--- src/rtl/cpu_pkg.sv ---
// rtl/cpu_pkg.sv - shared types and flag indices for the branch/PC unit
package cpu_pkg;

    typedef enum logic [1:0] {
        BR_NONE = 2'b00,
        BR_REG  = 2'b10,
        BR_IMM  = 2'b11
    } branch_e;

    typedef enum logic [2:0] {
        CC_NE = 3'b000,
        CC_EQ = 3'b001,
        CC_GT = 3'b010,
        CC_LT = 3'b011,
        CC_GE = 3'b100,
        CC_LE = 3'b101,
        CC_OV = 3'b110,
        CC_UN = 3'b111
    } cond_e;

    typedef enum logic {
        RUN  = 1'b0,
        HALT = 1'b1
    } state_e;

    // Flag vector layout is {Z,V,N}
    localparam int FLAG_Z = 2;
    localparam int FLAG_V = 1;
    localparam int FLAG_N = 0;

endpackage

--- src/rtl/pc_branch_unit_if.sv ---
// rtl/pc_branch_unit_if.sv - decoder/ALU-facing bundle of the branch/PC unit
interface pc_branch_unit_if #(
    parameter int WIDTH = 16,
    parameter int IMM_W = 9
);
    logic [1:0]       branch;
    logic             halt_in;
    logic             pcs;
    logic [2:0]       ccc;
    logic [IMM_W-1:0] imm;
    logic [WIDTH-1:0] br_reg;
    logic [2:0]       flag_we;
    logic [2:0]       alu_flags;
    logic             stall;
    logic [WIDTH-1:0] pc;
    logic [WIDTH-1:0] pc_plus2;
    logic [WIDTH-1:0] wb_pcs;
    logic [2:0]       flags;
    logic             taken;
    logic             halted;

    // Decoder/ALU side: drives control, observes PC state
    modport master (
        output branch, halt_in, pcs, ccc, imm, br_reg, flag_we, alu_flags, stall,
        input  pc, pc_plus2, wb_pcs, flags, taken, halted
    );

    // Branch unit side
    modport slave (
        input  branch, halt_in, pcs, ccc, imm, br_reg, flag_we, alu_flags, stall,
        output pc, pc_plus2, wb_pcs, flags, taken, halted
    );
endinterface

--- src/rtl/branch_cond_eval.sv ---
// rtl/branch_cond_eval.sv - evaluates a branch condition code against {Z,V,N}
import cpu_pkg::*;

module branch_cond_eval (
    input  logic [2:0] ccc,
    input  logic [2:0] flags,
    output logic       cond_true
);
    logic z, v, n;

    assign z = flags[FLAG_Z];
    assign v = flags[FLAG_V];
    assign n = flags[FLAG_N];

    // Decode the condition code into a single pass/fail bit
    always_comb begin
        cond_true = 1'b0;
        case (cond_e'(ccc))
            CC_NE:   cond_true = ~z;
            CC_EQ:   cond_true = z;
            CC_GT:   cond_true = ~z & ~n;
            CC_LT:   cond_true = n;
            CC_GE:   cond_true = z | ~n;
            CC_LE:   cond_true = z | n;
            CC_OV:   cond_true = v;
            CC_UN:   cond_true = 1'b1;
            default: cond_true = 1'b0;
        endcase
    end
endmodule

--- src/rtl/pc_branch_unit.sv ---
// rtl/pc_branch_unit.sv - PC, flag register and run/halt FSM with next-PC resolution
import cpu_pkg::*;

module pc_branch_unit #(
    parameter int               WIDTH    = 16,
    parameter int               IMM_W    = 9,
    parameter logic [WIDTH-1:0] RESET_PC = '0
) (
    input  logic           clk,
    input  logic           rst_n,
    pc_branch_unit_if.slave bus
);
    state_e           state_q, state_d;
    logic [WIDTH-1:0] pc_q, pc_d;
    logic [2:0]       flags_q, flags_d;

    logic             cond_true;
    logic             taken;
    logic [WIDTH-1:0] pc_plus2;
    logic [WIDTH-1:0] imm_sext;
    logic [WIDTH-1:0] b_target;
    logic [WIDTH-1:0] br_target;
    logic [WIDTH-1:0] next_pc;

    // Conditions look only at registered flags, so a same-cycle flag write cannot steer its own branch
    branch_cond_eval u_cond (
        .ccc       (bus.ccc),
        .flags     (flags_q),
        .cond_true (cond_true)
    );

    assign pc_plus2  = pc_q + WIDTH'(2);
    assign imm_sext  = {{(WIDTH-IMM_W){bus.imm[IMM_W-1]}}, bus.imm};
    assign b_target  = pc_plus2 + {imm_sext[WIDTH-2:0], 1'b0};
    assign br_target = {bus.br_reg[WIDTH-1:1], 1'b0};

    assign taken   = bus.branch[1] & cond_true & ~bus.halt_in & (state_q == RUN);
    assign next_pc = !taken                       ? pc_plus2 :
                     (bus.branch == BR_IMM)       ? b_target : br_target;

    assign bus.pc       = pc_q;
    assign bus.pc_plus2 = pc_plus2;
    assign bus.wb_pcs   = bus.pcs ? pc_plus2 : '0;
    assign bus.flags    = flags_q;
    assign bus.taken    = taken;
    assign bus.halted   = (state_q == HALT);

    // State, PC and flag registers
    always_ff @(posedge clk or negedge rst_n) begin
        if (!rst_n) begin
            state_q <= RUN;
            pc_q    <= RESET_PC;
            flags_q <= 3'b000;
        end else begin
            state_q <= state_d;
            pc_q    <= pc_d;
            flags_q <= flags_d;
        end
    end

    // Next state: stall beats halt, halt beats branch, HALT is sticky until reset
    always_comb begin
        state_d = state_q;
        pc_d    = pc_q;
        flags_d = flags_q;
        if (state_q == RUN && !bus.stall) begin
            if (bus.halt_in) begin
                state_d = HALT;
            end else begin
                pc_d    = next_pc;
                flags_d = (bus.flag_we & bus.alu_flags) | (~bus.flag_we & flags_q);
            end
        end
    end
endmodule

--- src/flat_wrapper.sv ---
// flat-port wrapper written by rule: the top's interface ports become plain ports
module pc_branch_unit_flat 
#(
    parameter int               WIDTH    = 16,
    parameter int               IMM_W    = 9,
    parameter logic [WIDTH-1:0] RESET_PC = '0
)
  (clk, rst_n, bus_branch, bus_halt_in, bus_pcs, bus_ccc, bus_imm, bus_br_reg, bus_flag_we, bus_alu_flags, bus_stall, bus_pc, bus_pc_plus2, bus_wb_pcs, bus_flags, bus_taken, bus_halted);
  pc_branch_unit_if #(.WIDTH(WIDTH), .IMM_W(IMM_W)) bus_i ();
  input  logic clk;
  input  logic rst_n;
  input wire logic [$bits(bus_i.branch)-1:0] bus_branch;
  input wire logic [$bits(bus_i.halt_in)-1:0] bus_halt_in;
  input wire logic [$bits(bus_i.pcs)-1:0] bus_pcs;
  input wire logic [$bits(bus_i.ccc)-1:0] bus_ccc;
  input wire logic [$bits(bus_i.imm)-1:0] bus_imm;
  input wire logic [$bits(bus_i.br_reg)-1:0] bus_br_reg;
  input wire logic [$bits(bus_i.flag_we)-1:0] bus_flag_we;
  input wire logic [$bits(bus_i.alu_flags)-1:0] bus_alu_flags;
  input wire logic [$bits(bus_i.stall)-1:0] bus_stall;
  output wire logic [$bits(bus_i.pc)-1:0] bus_pc;
  output wire logic [$bits(bus_i.pc_plus2)-1:0] bus_pc_plus2;
  output wire logic [$bits(bus_i.wb_pcs)-1:0] bus_wb_pcs;
  output wire logic [$bits(bus_i.flags)-1:0] bus_flags;
  output wire logic [$bits(bus_i.taken)-1:0] bus_taken;
  output wire logic [$bits(bus_i.halted)-1:0] bus_halted;
  assign bus_i.branch = bus_branch;
  assign bus_i.halt_in = bus_halt_in;
  assign bus_i.pcs = bus_pcs;
  assign bus_i.ccc = bus_ccc;
  assign bus_i.imm = bus_imm;
  assign bus_i.br_reg = bus_br_reg;
  assign bus_i.flag_we = bus_flag_we;
  assign bus_i.alu_flags = bus_alu_flags;
  assign bus_i.stall = bus_stall;
  assign bus_pc = bus_i.pc;
  assign bus_pc_plus2 = bus_i.pc_plus2;
  assign bus_wb_pcs = bus_i.wb_pcs;
  assign bus_flags = bus_i.flags;
  assign bus_taken = bus_i.taken;
  assign bus_halted = bus_i.halted;
  pc_branch_unit #(.WIDTH(WIDTH), .IMM_W(IMM_W), .RESET_PC(RESET_PC)) u_core (.clk(clk), .rst_n(rst_n), .bus(bus_i));
endmodule
--- config.mk ---
export PLATFORM = sky130hd
export DESIGN_NAME = pc_branch_unit_flat
export DESIGN_NICKNAME = d
export VERILOG_FILES = /design/src/rtl/cpu_pkg.sv /design/src/rtl/pc_branch_unit_if.sv /design/src/rtl/branch_cond_eval.sv /design/src/rtl/pc_branch_unit.sv /design/src/flat_wrapper.sv
export SDC_FILE = /design/constraint.sdc
export NUM_CORES = 1
export LEC_CHECK = 0
export BUFFER_PORTS_ARGS = -buffer_cell sky130_fd_sc_hd__buf_2
export CAP_MARGIN = 20
export CORE_MARGIN = 2
export CORE_UTILIZATION = 40
export CTS_CLUSTER_SIZE = 25
export DETAILED_ROUTE_END_ITERATION = 10
export PLACE_DENSITY = 0.71
export SYNTH_ARGS = -nofsm -noshare
export SYNTH_HDL_FRONTEND = slang
export SYNTH_SLANG_ARGS = --single-unit
--- constraint.sdc ---
create_clock -name clk -period 3.1 [get_ports clk]
set_clock_uncertainty 0.15 [all_clocks]
set_input_delay 0.31 -clock clk [delete_from_list [all_inputs] [get_ports clk]]
set_output_delay 0.31 -clock clk [all_outputs]
set_load 0.02 [all_outputs]
Yosys cells after proc, flatten, opt, wreduce, memory -nomap -nowiden
Cells that the tools add are included.
{ "totals": {"regBits": 20, "latchBits": 0, "ramBits": 0, "rom_bits": 0, "inputBits": 41, "output_inout_bits": 53, "word_cells": 36, "n_memories": 0} }
{ "op_classes": {"n_addsub": 2, "n_mul": 0, "n_div": 0, "order_cmp": 0, "eq_ne": 8, "n_shift": 0, "muxes": 4, "bitwise_logic": 14, "reduce_logical": 5} }
{ "op_table": {"columns": ["op", "count"], "rows": [
  ["$mux W16", 3],
  ["$add A16 B16 Y16", 1],
  ["$add A16 B2 Y16 const B", 1],
  ["$eq A3 B3 Y1 const B", 4],
  ["$pmux W1 S8", 1],
  ["$and A3 B3 Y3", 2],
  ["$eq A3 B2 Y1 const B", 2],
  ["$and A1 B1 Y1", 4],
  ["$not A1 Y1", 4],
  ["$reduce_and A2 Y1", 2],
  ["$eq A3 B1 Y1 const B", 1],
  ["$logic_not A3 Y1", 1],
  ["$not A3 Y3", 1],
  ["$or A3 B3 Y3", 1],
  ["$eq A2 B2 Y1 const B", 1],
  ["$or A1 B1 Y1", 2],
  ["$logic_and A1 B1 Y1", 1],
  ["$logic_not A1 Y1", 1]
]} }

Longest topological paths before layout
{ "depth": {"word_depth": 7, "depth_mapped": 13, "depth_no_buf": 13} }

Cells and area by module
A second synthesis with hierarchy kept.
{ "hier_totals": {"cells_unflattened": 285, "area_unflattened_um2": 2260.9} }
{ "by_module_without_submodules": {"columns": ["mod", "n_inst", "cells_each", "area_per_inst_um2", "seq_area_each_um2"], "rows": [
  ["pc_branch_unit", 1, 274, 2184.6, 475.5],
  ["branch_cond_eval", 1, 11, 76.3, 0.0]
]} }

Worst setup path before layout
Ideal clock, no wire load.
{ "synth_timing": {"path_kind": "reg-to-reg", "from": "reg u_core.pc_q[3] (netlist: u_core.bus.pc[3])", "to": "reg u_core.pc_q[15] (netlist: u_core.bus.pc[15])", "setup_time_ns": 0.126, "t_arrival_ns": 3.036, "required_ns": 2.824, "path_slack_ns": -0.212, "stages_incl_launch_ff": 13, "path_buffers": 1, "synth_period_minus_slack_ns": 3.312, "cell_sequence": "dfrtp_1 -> and3_1 -> buf_2 -> and3_1 -> nand4_1 -> xnor2_1 -> ha_1 -> o2111ai_1 -> inv_1 -> o2bb2ai_1 -> a21oi_1 -> xnor2_1 -> a221o_1"} }
{ "synth_between": {"elab_chain_cells": 4} }
{ "synth_lines": {"columns": ["element", "line", "rtl"], "rows": [
  ["from (decl)", "pc_branch_unit.sv:14", "logic [WIDTH-1:0] pc_q, pc_d;"],
  ["from (signal assigned)", "pc_branch_unit.sv:56", "pc_q <= pc_d;"],
  ["$add A16 B2 Y16", "pc_branch_unit.sv:32", "assign pc_plus2 = pc_q + WIDTH'(2);"],
  ["via bus_pc_plus2[14]", "flat_wrapper.sv:22", "output wire logic [$bits(bus_i.pc_plus2)-1:0] bus_pc_plus2;"],
  ["$add A16 B16 Y16", "pc_branch_unit.sv:34", "assign b_target = pc_plus2 + {imm_sext[WIDTH-2:0], 1'b0};"],
  ["$mux W16", "pc_branch_unit.sv:39", "(bus.branch == BR_IMM) ? b_target : br_target;"],
  ["$mux W16", "pc_branch_unit.sv:38", "assign next_pc = !taken ? pc_plus2 :"]
]} }
The timed path passes the listed nets, and every way through them passes these cells.
A chain may end at the register's enable or synchronous reset.

Final worst setup path
{ "layout_timing": {"from": "reg u_core.pc_q[2] (netlist: u_core.bus.pc[2])", "to": "reg u_core.pc_q[15] (netlist: u_core.bus.pc[15])"} }
{ "layout_between": {"elab_chain_cells": 4} }
{ "layout_lines": {"columns": ["element", "line"], "rows": [
  ["$add A16 B2 Y16 *", "pc_branch_unit.sv:32"],
  ["$add A16 B16 Y16", "pc_branch_unit.sv:34"],
  ["$mux W16", "pc_branch_unit.sv:39"],
  ["$mux W16 *", "pc_branch_unit.sv:38"]
]} }
Mark *: on every way between the ends. The rest lies on a longest branch, timed or not.

==> flow_summary.toml <==
[timing]
min_period_ns = 2.94
setup_slack_ns = 0.164
finalHoldViolations = 0
tns_ns = 0
clock.fmax_ghz = 0.341
worst_slew_pin_slew_ns = 0.765
min_period_over_period_pct = 94.7
relSlewSlack_pct = 48.9
rsz0062_at_grt = "no"
report.final.slew_viol_count = 0
finalSetupViolCount = 0

[hold_path]
hold_path_depth = 2
min_from = "bus_alu_flags[1]"
holdCritPathClass = "input port to flip-flop"
hold_end = "u_core.bus.flags[1]$_DFFE_PN0P_"

[logic_synthesis]
syn_inst = 293
synth_flop_cell = "dfrtp_1"
syn_area_um2 = 2310
avgSynthCellArea_um2 = 7.89
ys_types = 61
synth_edf_count = 0
ys_warn_count = 0
yosysSeqAreaShare_pct = 20.6
ys_ff_latch = 19
synthArstFlopShare_pct = 100

[detailed_routing]
wirelength_mm = 7.34
vias_per_cell = 5.58
postRouteAntennaNets = 0
drc = 0
avgRoutedWirePerCell_um = 15.4
vias = 2660
firstDrtPassIters = 4
drtIter0Drc = 124

[floorplan]
start_util_pct = 41.7
die_h_um = 80.0
coreArea_um2 = 5540
ios = 94
design.die.area_um2 = 6400
num_rows = 27
die_x_um = 80.0

[global_routing]
grt_pass1_vias = 2472
grt.overflow.total = 0
grt_antenna_before_repair = 0
grt_util_met2_pct = 40.4
grt_pass1_wl_mm = 11.4
grt_max_degree = 31
use_met1_pct = 28.6
gr-max-usage-layer = "met2"
grt_usage_pct = 22.4
met3_usage_pct = 3.73

[worst_setup_path]
r2r_cells = 11
worstPathRequired_ns = 3.10
reg2reg_slack_ns = 0.16
r2r_end = "u_core.bus.pc[15]$_DFFE_PN0P_"
crit_arrival_ns = 2.94
crit_path_end_kind = "flip-flop"
crit_fanout = 6
r2r_start = "u_core.bus.pc[2]$_DFFE_PN0P_"
start_kind = "flip-flop"
worstSetupStartpoint = "u_core.bus.pc[2]$_DFFE_PN0P_"
path_class = "flip-flop to flip-flop"

[clock_tree]
clock_latency_ns = 0.26
htreeDepth = 1
cts.sinks = 19
clk_path_buf_depth = 2
clk_pin_slew_ns = 0.07
cts_tree = "done"
numCtsBuffers = 3
root_buffer = "clkbuf_8"

[cells_and_area]
nets = 466
area.growth.synth_to_final_pct = 39.4
layout_commonest_cell = "buf_2"
layout.cells.non_filler = 477
drive_gt1_share_pct = 42.0
final_cell_mix = "89 x buf_2, 31 x buf_4, 23 x a21oi_1"
antennaDiodeCount = 0
fin_area_um2 = 3220

[placement]
dpl.hpwl_mm = 5.68
io_buffers = 89
placed_cell_area_um2 = 3090
gp_congestion = 0.904
preCtsSetupSlack_ns = 0.0528
post-place-cells = 471

[outcome]
status = "finished clean"

[pwr]
p_leak_uw = 0.00157
p_per_area_nw_per_um2 = 397
ir_worst_vdd_mv = 0.265

[job]
cap_violations = 0
==> power by group <==
group	internal [uW]	total [uW]	switching [uW]
registers	282	324	42.2
logic	339	779	439
clock network	91.6	178	86.6
total	712	1280	568
==> kinds of logic after synthesis <==
group	synth area share, %
AOI/OAI and AO/OA	26.5
muxes	3.25
xor gates and xnor gates	7.90
other	0.162
adders and majority gates	10.6
and+or+nand+nor	25.2
buffers and inverters	5.85
DFF	20.6
==> final cells by class <==
type	count	area (um2)
fill	538	2320
multi-input combinational	246	1860
timing repair buffer	121	688
sequential	19	487
tap	72	90.1
inverter	15	56.3
clock buffer	4	45.0
==> Yosys cell counts (8+ instances only) <==
cell	n	share of area [%]
and2_1	12	3.2
ha_1	18	9.7
o21ai_0	22	4.8
nand3_1	9	1.9
inv_1	14	2.3
nand2_1	21	3.4
xor2_1	10	3.8
clkbuf_1	8	1.3
nor2_1	19	3.1
xnor2_1	9	3.4
a21oi_1	24	5.2
dfrtp_1	19	21
==> registers in the layout (all words and copies together), names as in the netlist <==
| signal | cells |
|---|---|
| u_core.bus.halted | 1 |
| u_core.bus.pc | 15 |
| u_core.bus.flags | 3 |
==> what timing repair did <==
| action | 4_1_cts | 5_1_grt |
|---|---|---|
| hold buffers | 1 | 0 |
| endpoints found under the setup margin | 0 | 5 |
| endpoints found under the hold margin | 19 | 0 |
| setup buffers | 0 | 1 |
| gates resized for setup | 0 | 17 |
==> critical path, stage by stage (launching register included) <==
cell and delay [ns]:
dfrtp_2 0.45, and3_2 0.27, buf_4 0.16, xor2_2 0.16, ha_1 0.32, o21a_1 0.19, o31a_1 0.12, a31o_2 0.28
buf_4 0.14, a21oi_2 0.14, xnor2_1 0.11, a221o_1 0.34
==> how the worst max path moves through the flow <==
stage	cells past startpoint	end	slack, ns
6_report	11	u_core.bus.pc[15]$_DFFE_PN0P_	0.16
5_1_grt	11	u_core.bus.pc[15]$_DFFE_PN0P_	0.02
4_1_cts	12	u_core.bus.pc[13]$_DFFE_PN0P_	0.02
3_5_place_dp	12	u_core.bus.pc[13]$_DFFE_PN0P_	0.05
3_3_place_gp	11	u_core.bus.pc[12]$_DFFE_PN0P_	0.13
2_1_floorplan	12	u_core.bus.pc[15]$_DFFE_PN0P_	0.01
==> per-layer routing <==
metal | share of wire (%) | up-vias
met4 | 0.48 | 0
met5 | 0 | -
met3 | 5.7 | 4
met2 | 51 | 85
met1 | 43 | 1278
li1 | - | 1293
==> through the flow <==
stage,utilization [%],hold WS [ns],total power (uW)
final,58.2,0.127,1280
after global placement,55.8,0.128,1050
after global routing,58.2,0.126,1370
after CTS,56.8,0.123,1250
after detailed placement,55.8,0.131,1070
after floorplan,-,-0.136,799
No activity file was read; power rests on OpenSTA's default activity.
